### src/rtl/video_stream_gen_pkg.sv
`default_nettype none
// ============================================================================
// Module  : video_stream_gen_pkg
// Brief   : FSM encoding, default 640x480 raster timing and pipeline latency
//           shared by the video stream generator and its neighbours.
// Rev     : 1.0  initial release
// ============================================================================
package video_stream_gen_pkg;

    typedef enum logic [1:0] {
        ST_IDLE  = 2'd0,
        ST_RUN   = 2'd1,
        ST_FLUSH = 2'd2
    } state_t;

    localparam int c_DEF_H_ACTIVE = 640;
    localparam int c_DEF_H_FP     = 16;
    localparam int c_DEF_H_SYNC   = 96;
    localparam int c_DEF_H_BP     = 48;
    localparam int c_DEF_V_ACTIVE = 480;
    localparam int c_DEF_V_FP     = 10;
    localparam int c_DEF_V_SYNC   = 2;
    localparam int c_DEF_V_BP     = 33;
    localparam int c_DEF_ADDR_W   = 19;

    // Counter-to-port latency; the matrix/filter benches align against this.
    localparam int c_PIPE_LAT = 3;

    function automatic int axis_total(input int act, input int fp, input int sync, input int bp);
        return act + fp + sync + bp;
    endfunction

endpackage
`default_nettype wire

### src/rtl/video_stream_gen_if.sv
`default_nettype none
// ============================================================================
// Module  : video_stream_gen_if
// Brief   : RAM read port and ycbcr pixel stream of the video stream generator.
// Rev     : 1.0  initial release
// ============================================================================
interface video_stream_gen_if #(
    parameter int ADDR_W = 19
) ();
    logic              mem_rd;
    logic [ADDR_W-1:0] mem_addr;
    logic [7:0]        mem_data;
    logic              ycbcr_vs;
    logic              ycbcr_hs;
    logic              ycbcr_de;
    logic [7:0]        ycbcr_y;

    modport master (
        output mem_rd, mem_addr,
        input  mem_data,
        output ycbcr_vs, ycbcr_hs, ycbcr_de, ycbcr_y
    );

    modport slave (
        input  mem_rd, mem_addr,
        output mem_data,
        input  ycbcr_vs, ycbcr_hs, ycbcr_de, ycbcr_y
    );
endinterface
`default_nettype wire

### src/rtl/video_stream_gen_timing_cnt.sv
`default_nettype none
// ============================================================================
// Module  : video_timing_cnt
// Brief   : Raster h/v counters with region decode and start/end-of-frame flags.
// Rev     : 1.0  initial release
// ============================================================================
module video_timing_cnt
    import video_stream_gen_pkg::*;
#(
    parameter int H_ACTIVE = c_DEF_H_ACTIVE,
    parameter int H_FP     = c_DEF_H_FP,
    parameter int H_SYNC   = c_DEF_H_SYNC,
    parameter int H_BP     = c_DEF_H_BP,
    parameter int V_ACTIVE = c_DEF_V_ACTIVE,
    parameter int V_FP     = c_DEF_V_FP,
    parameter int V_SYNC   = c_DEF_V_SYNC,
    parameter int V_BP     = c_DEF_V_BP
) (
    input  logic clk,
    input  logic rst,
    input  logic i_en,
    output logic o_de0,
    output logic o_hs0,
    output logic o_vs0,
    output logic o_sof,
    output logic o_eof
);
    localparam int c_H_TOTAL = axis_total(H_ACTIVE, H_FP, H_SYNC, H_BP);
    localparam int c_V_TOTAL = axis_total(V_ACTIVE, V_FP, V_SYNC, V_BP);
    // One spare bit so sync-end bounds equal to the total still fit.
    localparam int c_HW = $clog2(c_H_TOTAL + 1);
    localparam int c_VW = $clog2(c_V_TOTAL + 1);

    localparam logic [c_HW-1:0] c_H_LAST   = c_HW'(c_H_TOTAL - 1);
    localparam logic [c_HW-1:0] c_H_ACT    = c_HW'(H_ACTIVE);
    localparam logic [c_HW-1:0] c_HS_BEG   = c_HW'(H_ACTIVE + H_FP);
    localparam logic [c_HW-1:0] c_HS_END   = c_HW'(H_ACTIVE + H_FP + H_SYNC);
    localparam logic [c_VW-1:0] c_V_LAST   = c_VW'(c_V_TOTAL - 1);
    localparam logic [c_VW-1:0] c_V_ACT    = c_VW'(V_ACTIVE);
    localparam logic [c_VW-1:0] c_VS_BEG   = c_VW'(V_ACTIVE + V_FP);
    localparam logic [c_VW-1:0] c_VS_END   = c_VW'(V_ACTIVE + V_FP + V_SYNC);

    logic [c_HW-1:0] r_hcnt;
    logic [c_VW-1:0] r_vcnt;
    logic            w_h_last;
    logic            w_v_last;

    assign w_h_last = (r_hcnt == c_H_LAST);
    assign w_v_last = (r_vcnt == c_V_LAST);

    // Counters rest at (0,0) outside RUN; the end-of-frame wrap leaves them there.
    always_ff @(posedge clk or posedge rst) begin
        if (rst) begin
            r_hcnt <= '0;
            r_vcnt <= '0;
        end else if (i_en) begin
            if (w_h_last) begin
                r_hcnt <= '0;
                r_vcnt <= w_v_last ? '0 : r_vcnt + 1'b1;
            end else begin
                r_hcnt <= r_hcnt + 1'b1;
            end
        end
    end

    assign o_de0 = i_en && (r_hcnt < c_H_ACT) && (r_vcnt < c_V_ACT);
    assign o_hs0 = !(i_en && (r_hcnt >= c_HS_BEG) && (r_hcnt < c_HS_END));
    assign o_vs0 = !(i_en && (r_vcnt >= c_VS_BEG) && (r_vcnt < c_VS_END));
    assign o_sof = i_en && (r_hcnt == '0) && (r_vcnt == '0);
    assign o_eof = i_en && w_h_last && w_v_last;

endmodule
`default_nettype wire

### src/rtl/video_stream_gen.sv
`default_nettype none
// ============================================================================
// Module  : video_stream_gen
// Brief   : Reads an 8-bit luma frame from sync RAM and emits it as a
//           vs/hs/de/y raster stream, one pixel per clock.
// Rev     : 1.0  initial release
// ============================================================================
module video_stream_gen
    import video_stream_gen_pkg::*;
#(
    parameter int H_ACTIVE   = c_DEF_H_ACTIVE,
    parameter int H_FP       = c_DEF_H_FP,
    parameter int H_SYNC     = c_DEF_H_SYNC,
    parameter int H_BP       = c_DEF_H_BP,
    parameter int V_ACTIVE   = c_DEF_V_ACTIVE,
    parameter int V_FP       = c_DEF_V_FP,
    parameter int V_SYNC     = c_DEF_V_SYNC,
    parameter int V_BP       = c_DEF_V_BP,
    parameter int ADDR_W     = c_DEF_ADDR_W,
    parameter bit CONTINUOUS = 1'b0
) (
    input  logic               clk,
    input  logic               rst,
    input  logic               start,
    output logic               busy,
    output logic               frame_done,
    video_stream_gen_if.master vid
);
    localparam logic [1:0] c_FLUSH_LAST = 2'(c_PIPE_LAT - 1);

    state_t            r_state;
    state_t            w_state_nxt;
    logic [1:0]        r_flush_cnt;
    logic              r_frame_done;

    logic              w_de0, w_hs0, w_vs0, w_sof, w_eof;
    logic [ADDR_W-1:0] r_addr_cnt;
    logic [ADDR_W-1:0] w_addr_base;
    logic [ADDR_W-1:0] r_mem_addr;
    logic              r_rd1, r_hs1, r_vs1;
    logic              r_de2, r_hs2, r_vs2;
    logic              r_out_de, r_out_hs, r_out_vs;
    logic [7:0]        r_out_y;

    video_timing_cnt #(
        .H_ACTIVE (H_ACTIVE), .H_FP (H_FP), .H_SYNC (H_SYNC), .H_BP (H_BP),
        .V_ACTIVE (V_ACTIVE), .V_FP (V_FP), .V_SYNC (V_SYNC), .V_BP (V_BP)
    ) u_timing (
        .clk   (clk),
        .rst   (rst),
        .i_en  (r_state == ST_RUN),
        .o_de0 (w_de0),
        .o_hs0 (w_hs0),
        .o_vs0 (w_vs0),
        .o_sof (w_sof),
        .o_eof (w_eof)
    );

    always_ff @(posedge clk or posedge rst) begin
        if (rst) begin
            r_state <= ST_IDLE;
        end else begin
            r_state <= w_state_nxt;
        end
    end

    // A start landing on the frame_done cycle is dropped on purpose.
    always_comb begin
        w_state_nxt = r_state;
        case (r_state)
            ST_IDLE:  if (start && !r_frame_done) w_state_nxt = ST_RUN;
            ST_RUN:   if (w_eof) w_state_nxt = ST_FLUSH;
            ST_FLUSH: if (r_flush_cnt == c_FLUSH_LAST)
                          w_state_nxt = CONTINUOUS ? ST_RUN : ST_IDLE;
            default:  w_state_nxt = ST_IDLE;
        endcase
    end

    always_ff @(posedge clk or posedge rst) begin
        if (rst) begin
            r_flush_cnt  <= 2'd0;
            r_frame_done <= 1'b0;
        end else begin
            r_flush_cnt  <= (r_state == ST_FLUSH) ? r_flush_cnt + 2'd1 : 2'd0;
            r_frame_done <= (r_state == ST_FLUSH) && (r_flush_cnt == c_FLUSH_LAST);
        end
    end

    assign busy       = (r_state != ST_IDLE);
    assign frame_done = r_frame_done;

    // The read address restarts at 0 on every frame's first pixel.
    assign w_addr_base = w_sof ? '0 : r_addr_cnt;

    always_ff @(posedge clk or posedge rst) begin
        if (rst) begin
            r_addr_cnt <= '0;
            r_mem_addr <= '0;
        end else if (w_de0) begin
            r_mem_addr <= w_addr_base;
            r_addr_cnt <= w_addr_base + 1'b1;
        end else if (w_sof) begin
            r_addr_cnt <= '0;
        end
    end

    // Sync/valid flags ride alongside the RAM read so all ports stay aligned.
    always_ff @(posedge clk or posedge rst) begin
        if (rst) begin
            r_rd1    <= 1'b0;
            r_hs1    <= 1'b1;
            r_vs1    <= 1'b1;
            r_de2    <= 1'b0;
            r_hs2    <= 1'b1;
            r_vs2    <= 1'b1;
            r_out_de <= 1'b0;
            r_out_hs <= 1'b1;
            r_out_vs <= 1'b1;
            r_out_y  <= 8'h00;
        end else begin
            r_rd1    <= w_de0;
            r_hs1    <= w_hs0;
            r_vs1    <= w_vs0;
            r_de2    <= r_rd1;
            r_hs2    <= r_hs1;
            r_vs2    <= r_vs1;
            r_out_de <= r_de2;
            r_out_hs <= r_hs2;
            r_out_vs <= r_vs2;
            r_out_y  <= r_de2 ? vid.mem_data : 8'h00;
        end
    end

    assign vid.mem_rd   = r_rd1;
    assign vid.mem_addr = r_mem_addr;
    assign vid.ycbcr_de = r_out_de;
    assign vid.ycbcr_hs = r_out_hs;
    assign vid.ycbcr_vs = r_out_vs;
    assign vid.ycbcr_y  = r_out_y;

endmodule
`default_nettype wire
### src/flat_wrapper.sv
// flat-port wrapper written by rule: the top's interface ports become plain ports
module video_stream_gen_flat import video_stream_gen_pkg::*;
#(
    parameter int H_ACTIVE   = c_DEF_H_ACTIVE,
    parameter int H_FP       = c_DEF_H_FP,
    parameter int H_SYNC     = c_DEF_H_SYNC,
    parameter int H_BP       = c_DEF_H_BP,
    parameter int V_ACTIVE   = c_DEF_V_ACTIVE,
    parameter int V_FP       = c_DEF_V_FP,
    parameter int V_SYNC     = c_DEF_V_SYNC,
    parameter int V_BP       = c_DEF_V_BP,
    parameter int ADDR_W     = c_DEF_ADDR_W,
    parameter bit CONTINUOUS = 1'b0
)
  (clk, rst, start, busy, frame_done, vid_mem_rd, vid_mem_addr, vid_mem_data, vid_ycbcr_vs, vid_ycbcr_hs, vid_ycbcr_de, vid_ycbcr_y);
  video_stream_gen_if #(.ADDR_W(ADDR_W)) vid_i ();
  input  logic clk;
  input  logic rst;
  input  logic start;
  output logic busy;
  output logic frame_done;
  output wire logic [$bits(vid_i.mem_rd)-1:0] vid_mem_rd;
  output wire logic [$bits(vid_i.mem_addr)-1:0] vid_mem_addr;
  input wire logic [$bits(vid_i.mem_data)-1:0] vid_mem_data;
  output wire logic [$bits(vid_i.ycbcr_vs)-1:0] vid_ycbcr_vs;
  output wire logic [$bits(vid_i.ycbcr_hs)-1:0] vid_ycbcr_hs;
  output wire logic [$bits(vid_i.ycbcr_de)-1:0] vid_ycbcr_de;
  output wire logic [$bits(vid_i.ycbcr_y)-1:0] vid_ycbcr_y;
  assign vid_mem_rd = vid_i.mem_rd;
  assign vid_mem_addr = vid_i.mem_addr;
  assign vid_i.mem_data = vid_mem_data;
  assign vid_ycbcr_vs = vid_i.ycbcr_vs;
  assign vid_ycbcr_hs = vid_i.ycbcr_hs;
  assign vid_ycbcr_de = vid_i.ycbcr_de;
  assign vid_ycbcr_y = vid_i.ycbcr_y;
  video_stream_gen #(.H_ACTIVE(H_ACTIVE), .H_FP(H_FP), .H_SYNC(H_SYNC), .H_BP(H_BP), .V_ACTIVE(V_ACTIVE), .V_FP(V_FP), .V_SYNC(V_SYNC), .V_BP(V_BP), .ADDR_W(ADDR_W), .CONTINUOUS(CONTINUOUS)) u_core (.clk(clk), .rst(rst), .start(start), .busy(busy), .frame_done(frame_done), .vid(vid_i));
endmodule
### config.mk
export PLATFORM = sky130hd
export DESIGN_NAME = video_stream_gen_flat
export DESIGN_NICKNAME = d
export VERILOG_FILES = /design/src/rtl/video_stream_gen_pkg.sv /design/src/rtl/video_stream_gen_if.sv /design/src/rtl/video_stream_gen_timing_cnt.sv /design/src/rtl/video_stream_gen.sv /design/src/flat_wrapper.sv
export SDC_FILE = /design/constraint.sdc
export NUM_CORES = 1
export LEC_CHECK = 0
export BUFFER_PORTS_ARGS = -buffer_cell sky130_fd_sc_hd__buf_4
export CAP_MARGIN = 10
export CORE_MARGIN = 2
export CORE_UTILIZATION = 25
export CTS_BUF_LIST = sky130_fd_sc_hd__clkbuf_8
export DETAILED_ROUTE_END_ITERATION = 8
export HOLD_SLACK_MARGIN = 0.05
export SETUP_SLACK_MARGIN = 0.15
export SLEW_MARGIN = 40
export SYNTH_ARGS = -nofsm -noshare
export SYNTH_HDL_FRONTEND = slang
export SYNTH_SLANG_ARGS = --single-unit
export TNS_END_PERCENT = 20
### constraint.sdc
create_clock -name clk -period 4 [get_ports clk]
set_clock_uncertainty 0.1 [all_clocks]
set_input_delay 0.8 -clock clk [delete_from_list [all_inputs] [get_ports clk]]
set_output_delay 0.8 -clock clk [all_outputs]
set_load 0.005 [all_outputs]
Yosys cells after proc, flatten, opt, wreduce, memory -nomap -nowiden

Index checks and enable logic that the tools add are counted.

Flip-flop bits (word level): 80
Bits of input ports: 11
Output and inout port bits: 33
Logic and storage cells: 66

Add/subtract/negate cells: 4
$lt $le $gt $ge: 6
Equality and inequality tests: 8
Muxes and demuxes: 10
Reductions and logical operators: 21

Operators by type and width:

| operator              | count |
|---|---|
| $mux 19               | 2 |
| $add 10x1->10 const B | 2 |
| $eq 10x10->1 const B  | 2 |
| $logic_not 10->1      | 2 |
| $lt 10x10->1 const B  | 2 |
| $lt 10x9->1 const B   | 2 |
| $mux 10               | 2 |
| $add 19x1->19 const B | 1 |
| $logic_and 1x1->1     | 12 |
| $ge 10x10->1 const B  | 1 |
| $ge 10x9->1 const B   | 1 |
| $mux 2                | 4 |
| $mux 8                | 1 |
| $pmux 2 s3            | 1 |
| $eq 2x2->1 const B    | 2 |
| $ne 2x1->1 const B    | 2 |
| $logic_not 1->1       | 3 |
| $reduce_and 3->1      | 1 |
| $add 2x1->2 const B   | 1 |
| $eq 2x1->1 const B    | 1 |
| $logic_not 2->1       | 1 |
| $ne 2x2->1 const B    | 1 |
| $reduce_and 2->1      | 1 |
| $reduce_bool 2->1     | 1 |

Longest topological paths before layout

Gate-level depths: netlist of the first run.

Word-level depth: 6
Depth in mapped cells: 11
Mapped depth without buffers: 11

Modules after synthesis

A second synthesis of the first run with hierarchy kept.

Cells, all modules: 338
Area total of the unflattened synthesis: 3599.7 um^2

Modules (own cells, without submodules):

| module           | times used | cells an instance | area an instance (um^2) | sequential area each (um^2) |
|---|---|---|---|---|
| video_stream_gen | 1          | 212               | 2422.3                  | 1508.9 |
| video_timing_cnt | 1          | 126               | 1177.4                  | 500.5 |

Least setup slack after synthesis of the first run

No wires, ideal clock.

Kind: register to register
From: register u_core.u_timing.r_hcnt[0]
To: register u_core.r_addr_cnt[16]
Library setup time: 0.077 ns
Arrival: 2.239 ns
Data required time: 3.823 ns
Path slack: 1.583 ns
Cell stages (with the launch flop): 12
Path buffers: 0
Clock period less this slack: 2.417 ns
Path through: dfrtp_1 > inv_1 > ha_1 > nor4b_1 > nand3_1 > o21ai_0 > inv_1 > ha_1 > and4_1 > nand2_1 > or4_1 > a21oi_1

Cells in the longest elaborated chain, start to end: 6
Elaborated cells on any way between the ends: 9
Classes of those cells: 1 x add/sub; 1 x order compare; 2 x mux; 5 x reduce/logical

Ends and longest elaborated chain:

| element                         | line                              | text |
|---|---|---|
| start: declaration              | video_stream_gen_timing_cnt.sv:43 | `logic [c_HW-1:0] r_hcnt;` |
| start signal: assignment        | video_stream_gen_timing_cnt.sv:61 | `r_hcnt <= r_hcnt + 1'b1;` |
| $logic_not 10->1                | video_stream_gen_timing_cnt.sv:69 | `assign o_sof = i_en && (r_hcnt == '0) && (r_vcnt == '0);` |
| $logic_and 1x1->1 (2 in series) | video_stream_gen_timing_cnt.sv:69 |  |
| $mux 19                         | video_stream_gen.sv:93            | `assign w_addr_base = w_sof ? '0 : r_addr_cnt;` |
| net u_core.w_addr_base[0]       | video_stream_gen.sv:38            | `logic [ADDR_W-1:0] w_addr_base;` |
| $add 19x1->19                   | video_stream_gen.sv:101           | `r_addr_cnt <= w_addr_base + 1'b1;` |
| $mux 19                         | video_stream_gen.sv:99            | `end else if (w_de0) begin` |
| end signal: assignment          | video_stream_gen.sv:101           |  |
| end: declaration                | video_stream_gen.sv:37            | `logic [ADDR_W-1:0] r_addr_cnt;` |

The timed path passes the listed nets, and every way through them passes these cells.
A chain may end at the register's enable or synchronous reset.

Worst setup path after layout of the first run

From: register u_core.u_timing.r_hcnt[0]
To: register u_core.r_addr_cnt[14]

The elaborated chain is that of the path after synthesis.

==> results of run 1 <==
-- power groups by stage --
stage / logic [mW] / registers (mW) / clock network [mW]
floorplan: 0.0146 / 0.830 / 0
global placement: 0.0356 / 0.829 / 0
detailed placement: 0.0366 / 0.830 / 0
CTS: 0.0367 / 0.814 / 0.669
global route: 0.0397 / 0.814 / 0.700
finish: 0.0347 / 0.814 / 0.646
-- sequential cells by signal, indices dropped and copies added, names as in the netlist, 2 cells and up --
signal,flops
u_core.u_timing.r_hcnt,10
u_core.r_state,2
u_core.u_timing.r_vcnt,10
u_core.r_flush_cnt,2
u_core.vid.ycbcr_y,8
u_core.r_addr_cnt,19
u_core.vid.mem_addr,19
-- layout by cell type (no fill, tap or decap), types with 2 or more instances in the layout --
cell and n:
clkbuf_8 10, and4_1 4, a21oi_1 21, xnor2_1 5
dfstp_2 6, and3_1 7, xor2_1 7, buf_4 45
ha_1 6, inv_1 19, nor2b_1 2, and2_1 11
nor3_1 5, or4_1 14, nand3_1 19, nand4_1 11
bufinv_16 2, o31ai_1 13, nor4_1 4, or3_1 7
dfrtp_1 74, nand2_1 54, o21ai_0 37, nor2_1 9
-- worst paths after layout --
| path | from | to | slack (ps) | cells after the start |
|---|---|---|---|---|
| worst max-delay path | u_core.u_timing.r_hcnt[0] | u_core.r_addr_cnt[14] | 1270 | 11 |
| worst min-delay path | u_core.r_hs1 | u_core.r_hs2 | 260 | 0 |
| worst max register to register | u_core.u_timing.r_hcnt[0] | u_core.r_addr_cnt[14] | 1270 | 11 |
| worst min register to register | u_core.r_hs1 | u_core.r_hs2 | 260 | 0 |
| max in group asynchronous | rst | u_core.r_hs1 | 3020 | 3 |
| min in group asynchronous | rst | u_core.vid.ycbcr_y[3] | 440 | 3 |
-- metal layers --
metal	up-vias	track usage, %	wire length [um]
met2	56	16.7	3750
li1	1370	-	-
met3	9	3.61	355
met5	-	0	0
met1	1374	13.4	3480
met4	0	3.83	116
-- layout make-up --
| cell class | count | area share (%) |
|---|---|---|
| Sequential cell | 80 | 46.2 |
| Multi-Input combinational cell | 251 | 34.0 |
| Timing Repair Buffer | 46 | 8.22 |
| Tap cell | 180 | 5.18 |
| Clock buffer | 10 | 3.16 |
| Clock inverter | 6 | 1.84 |
| Inverter | 17 | 1.47 |
-- logic make-up (layout without fill, tap and decap cells) --
kind of cell	count (synthesis)	after routing	share of synthesized area (%)
fa+ha+maj	6	6	2.08
buf+inv	30	79	3.64
compound gates	75	75	11.5
flops	80	80	55.6
simple gates	158	158	24.2
xor+xnor	12	12	2.91
-- per-stage QoR --
step                instances  total power, mW
finish                    590             1.49
detailed placement        574            0.866
global placement          574            0.865
CTS                       590             1.52
global route              590             1.55
floorplan                 361            0.845
-- worst register-to-register path, stage by stage, from the launching register on --
cell     delay [ps]
dfrtp_1         390
inv_1            80
ha_1            190
nor4b_1         140
nand3_1         220
o21ai_0         200
inv_1            90
ha_1            200
and4_1          240
nand2_1         170
or4_1           500
a21oi_1         160
==> flow_summary.json, run 1 <==
{
  "grt_pass1_vias": 2748,
  "dieHeight_um": 124,
  "drcViolationCount": 0,
  "synth_ff_type": "dfrtp_1",
  "hold_viol": 0,
  "synthTopCellsByArea": "dfrtp_1 (51%), nand2_1 (5.6%), o21ai_0 (5.1%)",
  "max-vdd-ir-drop_mv": 0.143,
  "drtIter0Drc": 140,
  "multi_input_comb_area_mm2": 0.00148,
  "finalSetupViolations": 0,
  "cp.buffers_inverters": 2,
  "critPathMaxFanout": 8,
  "cts_inserted_buffers": 9,
  "tightestPinTransition_ps": 708,
  "io_pins": 44,
  "synth_cell_types": 40,
  "switching_share_pct": 20.3,
  "fp.dieArea_mm2": 0.0154,
  "drive_gt1_share_pct": 18.0,
  "power_frac_seq_pct": 54.4,
  "die_w_um": 124,
  "leakage_nw": 1.86,
  "ant_nets": 0,
  "grt_start_max_net_pins": 81,
  "fill_cells": 1465,
  "antenna_found_initial": 0,
  "start_util_pct": 25.8,
  "grt_pass1_wl_um": 13500,
  "status": "finished clean",
  "ys_seq_area_share_pct": 55.6,
  "clock-sinks": 80,
  "fp-row-count": 43,
  "timing.setup.tns_ps": 0,
  "place_congestion": 0.812,
  "cp_cell_sequence": "inv_1 > ha_1 > nor4b_1 > nand3_1 > o21ai_0 > inv_1 > ha_1 > and4_1 > nand2_1 > or4_1 > a21oi_1",
  "root_buffer": "clkbuf_8",
  "area.growth.synth_to_final_pct": 20.4,
  "arrival_ps": 2930,
  "synth_most_common_cell": "dfrtp_1",
  "vias": 2809,
  "wire_per_inst_um": 13.1,
  "p_sw_mw": 0.304,
  "worst_slack_ps": 1270,
  "fin_crit_ps": 2730,
  "slowest_stage": "or4_1",
  "first_pass_iters": 4,
  "syn_inst": 361,
  "syn_area_mm2": 0.00361,
  "synth-async-reset-ratio_pct": 100,
  "ff_latch_area_mm2": 0.00201,
  "antenna_cells": 0,
  "power_density_mw_per_mm2": 343,
  "clk_latency_ps": 360,
  "post-cts-setup-buffers": 0,
  "path_class": "reg2reg",
  "design_area_mm2": 0.00435,
  "p_comb_share_pct": 2.3,
  "cp.required_ps": 4190,
  "cts_max_level": 3,
  "drv_slew": 0,
  "grt_use_total_pct": 10.6,
  "synth-seq-cells": 80,
  "maxCapViolations": 0,
  "cp-start-kind": "register",
  "vias_per_cell": 4.76,
  "yosysWarnings": 0,
  "utilization_pct": 31.1,
  "synth_top_area_share_pct": 51.2,
  "synth_nets": 378,
  "min_path_type": "reg2reg",
  "p_clk_share_pct": 43.2,
  "cts_buffer_depth": 2,
  "postCtsHoldBufs": 0,
  "avgSynthCellArea_um2": 10.0,
  "yosys-top-cells-count": "dfrtp_1 (74), nand2_1 (54), o21ai_0 (37)",
  "relSlewSlack_pct": 52.7,
  "cellInternalPower_mw": 1.19,
  "finalNetCount": 422,
  "crit_path_end_kind": "register",
  "dpl.hpwl_um": 5340,
  "drt_wl_total_um": 7700,
  "synth_edf_count": 0,
  "fin_crit_sh_pct": 68.4,
  "cpPeakStageDelay_ps": 500,
  "critPathTopFamily": "simple AND/OR/NAND/NOR gates",
  "grt-ovfl-total": 0,
  "cts_tree": "built",
  "post-place-ws_ps": 1230,
  "holdWs_ps": 256,
  "core_mm2": 0.0140,
  "io_buffers": 43,
  "dpl_cell_area_mm2": 0.00413,
  "fmax_ghz": 0.366,
  "clkSlewWorstSetupHoldPaths_ps": 90,
  "rsz0062_at_grt": "false",
  "cts-resized-gates": 0,
  "synth.largest_area_cell": "dfrtp_1"
}
(Power assumes the default switching activity.)
==> run 2, diff against run 1 <==
clock period = 2.3 ns   (was 4 ns; I/O delays follow)
==> flow_summary.json, run 2 (synthesized netlist as in run 1, its figures left out) <==
{
  "wire_per_inst_um": 13.2,
  "drv_slew": 0,
  "crit_path_end_kind": "register",
  "grt_pass1_wl_um": 14400,
  "drtIter0Drc": 120,
  "grt_use_total_pct": 11.3,
  "ff_latch_area_mm2": 0.00201,
  "fin_crit_sh_pct": 97.8,
  "dieHeight_um": 124,
  "area.growth.synth_to_final_pct": 34.6,
  "fill_cells": 1431,
  "fin_crit_ps": 2250,
  "clkSlewWorstSetupHoldPaths_ps": 80,
  "finalSetupViolations": 0,
  "cpPeakStageDelay_ps": 540,
  "start_util_pct": 25.8,
  "multi_input_comb_area_mm2": 0.00161,
  "grt-ovfl-total": 0,
  "io_buffers": 43,
  "ant_nets": 0,
  "cp.required_ps": 2500,
  "place_congestion": 0.777,
  "r2r_slack_ps": 50,
  "slowest_stage": "or4_4",
  "clock-sinks": 80,
  "fmax_ghz": 0.445,
  "status": "finished clean",
  "power_density_mw_per_mm2": 495,
  "die_w_um": 124,
  "cp.buffers_inverters": 3,
  "crit_top_cell": "nand4_1",
  "antenna_found_initial": 0,
  "fp-row-count": 43,
  "dpl.hpwl_um": 5740,
  "cts_inserted_buffers": 9,
  "io_pins": 44,
  "path_class": "reg2reg",
  "root_buffer": "clkbuf_8",
  "drcViolationCount": 0,
  "hold_viol": 0,
  "max-vdd-ir-drop_mv": 0.211,
  "holdWs_ps": 65.7,
  "tightestPinTransition_ps": 590,
  "cp-start-kind": "register",
  "first_pass_iters": 5,
  "cts_max_level": 3,
  "relSlewSlack_pct": 60.6,
  "critPathTopFamily": "simple AND/OR/NAND/NOR gates",
  "drt_wl_total_um": 8460,
  "arrival_ps": 2440,
  "maxCapViolations": 0,
  "core_mm2": 0.0140,
  "antenna_cells": 0,
  "cts_tree": "built",
  "drive_gt1_share_pct": 33.5,
  "utilization_pct": 34.8,
  "layout_common_cells": "buf_4 (88), dfrtp_1 (74), nand2_1 (53)",
  "r2r_cells": 11,
  "grt_pass1_vias": 3095,
  "vias": 3061,
  "grt_start_max_net_pins": 42,
  "fp.dieArea_mm2": 0.0154,
  "cp_cell_sequence": "inv_2 > ha_4 > nor2b_4 > nand4_1 > o21ai_2 > inv_1 > ha_2 > buf_4 > nand4_1 > or4_4 > a21oi_2",
  "min_path_type": "in2async",
  "vias_per_cell": 4.77,
  "leakage_nw": 2.13,
  "clk_latency_ps": 360,
  "cts_buffer_depth": 2,
  "final_common_cell": "buf_4",
  "finalNetCount": 474,
  "cp.depth": 11,
  "critPathMaxFanout": 4,
  "rsz0062_at_grt": "true"
}
## run 2: cell types whose count changed in the layout (fill, tap and decap cells not counted), moves of 3 or more
cell / change
a21oi_1: -5
a21oi_2: +5
buf_4: +43
buf_6: +9
clkinvlp_4: +4
ha_1: -3
inv_1: -6
inv_2: +3
o21ai_0: -3
or4_1: -4
or4_4: +4
## run 2: repair_timing
action	CTS	global route
pin swaps	13	12
setup buffers	19	3
endpoints found under the setup margin	8	18
hold buffers	0	0
resized for setup	16	29
## run 2: final cells by class
class | instances | area share (%)
multi-input combinational | 251 | 33.0
inverter | 17 | 1.39
clock inverter | 6 | 0.746
sequential | 80 | 41.3
clock buffer | 10 | 2.83
tap | 180 | 4.63
timing repair buffer | 98 | 16.1
## run 2: worst register-to-register path: cells and delay by family, from the launching register on
| kind | cells | cell delay [ps] |
|---|---|---|
| and+or+nand+nor | 4 | 960 |
| DFF | 1 | 370 |
| adders and majority gates | 2 | 320 |
| buffers and inverters | 3 | 250 |
| AOI/OAI and AO/OA | 2 | 210 |
## run 2: stage by stage
step	cells	TNS, ps	setup slack (ps)	total power [mW]	area, um2
2_1_floorplan	361	-356	-117	1.47	3620
3_3_place_gp	604	-109	-56.2	1.51	4360
3_5_place_dp	604	-449	-150	1.51	4360
4_1_cts	639	0	50.6	2.45	4720
5_1_grt	642	-294	-64.8	2.52	4860
6_report	642	0	51.2	2.41	4860
## run 2: final timing paths
path / start / to
max: u_core.u_timing.r_vcnt[1] / u_core.r_addr_cnt[8]
min: rst / u_core.r_addr_cnt[5]
max reg2reg: u_core.u_timing.r_vcnt[1] / u_core.r_addr_cnt[8]
min reg2reg: u_core.r_hs1 / u_core.r_hs2
max in group asynchronous: rst / u_core.r_hs1
min in group clk: vid_mem_data[3] / u_core.vid.ycbcr_y[3]
## run 2: power by group
group          internal, mW  switching [mW]  total (mW)
logic                0.0276          0.0344      0.0619
registers              1.41         0.00196        1.41
clock network         0.413           0.518       0.931
total                  1.85           0.554        2.41
## run 2: per-layer routing
metal,vias to the layer above,GRT usage [%],part of all wire (%)
met3,13,3.18,4.1
met5,-,0,0
met4,0,4.76,2.0
met2,57,18.8,51
met1,1517,13.7,43
li1,1474,-,-
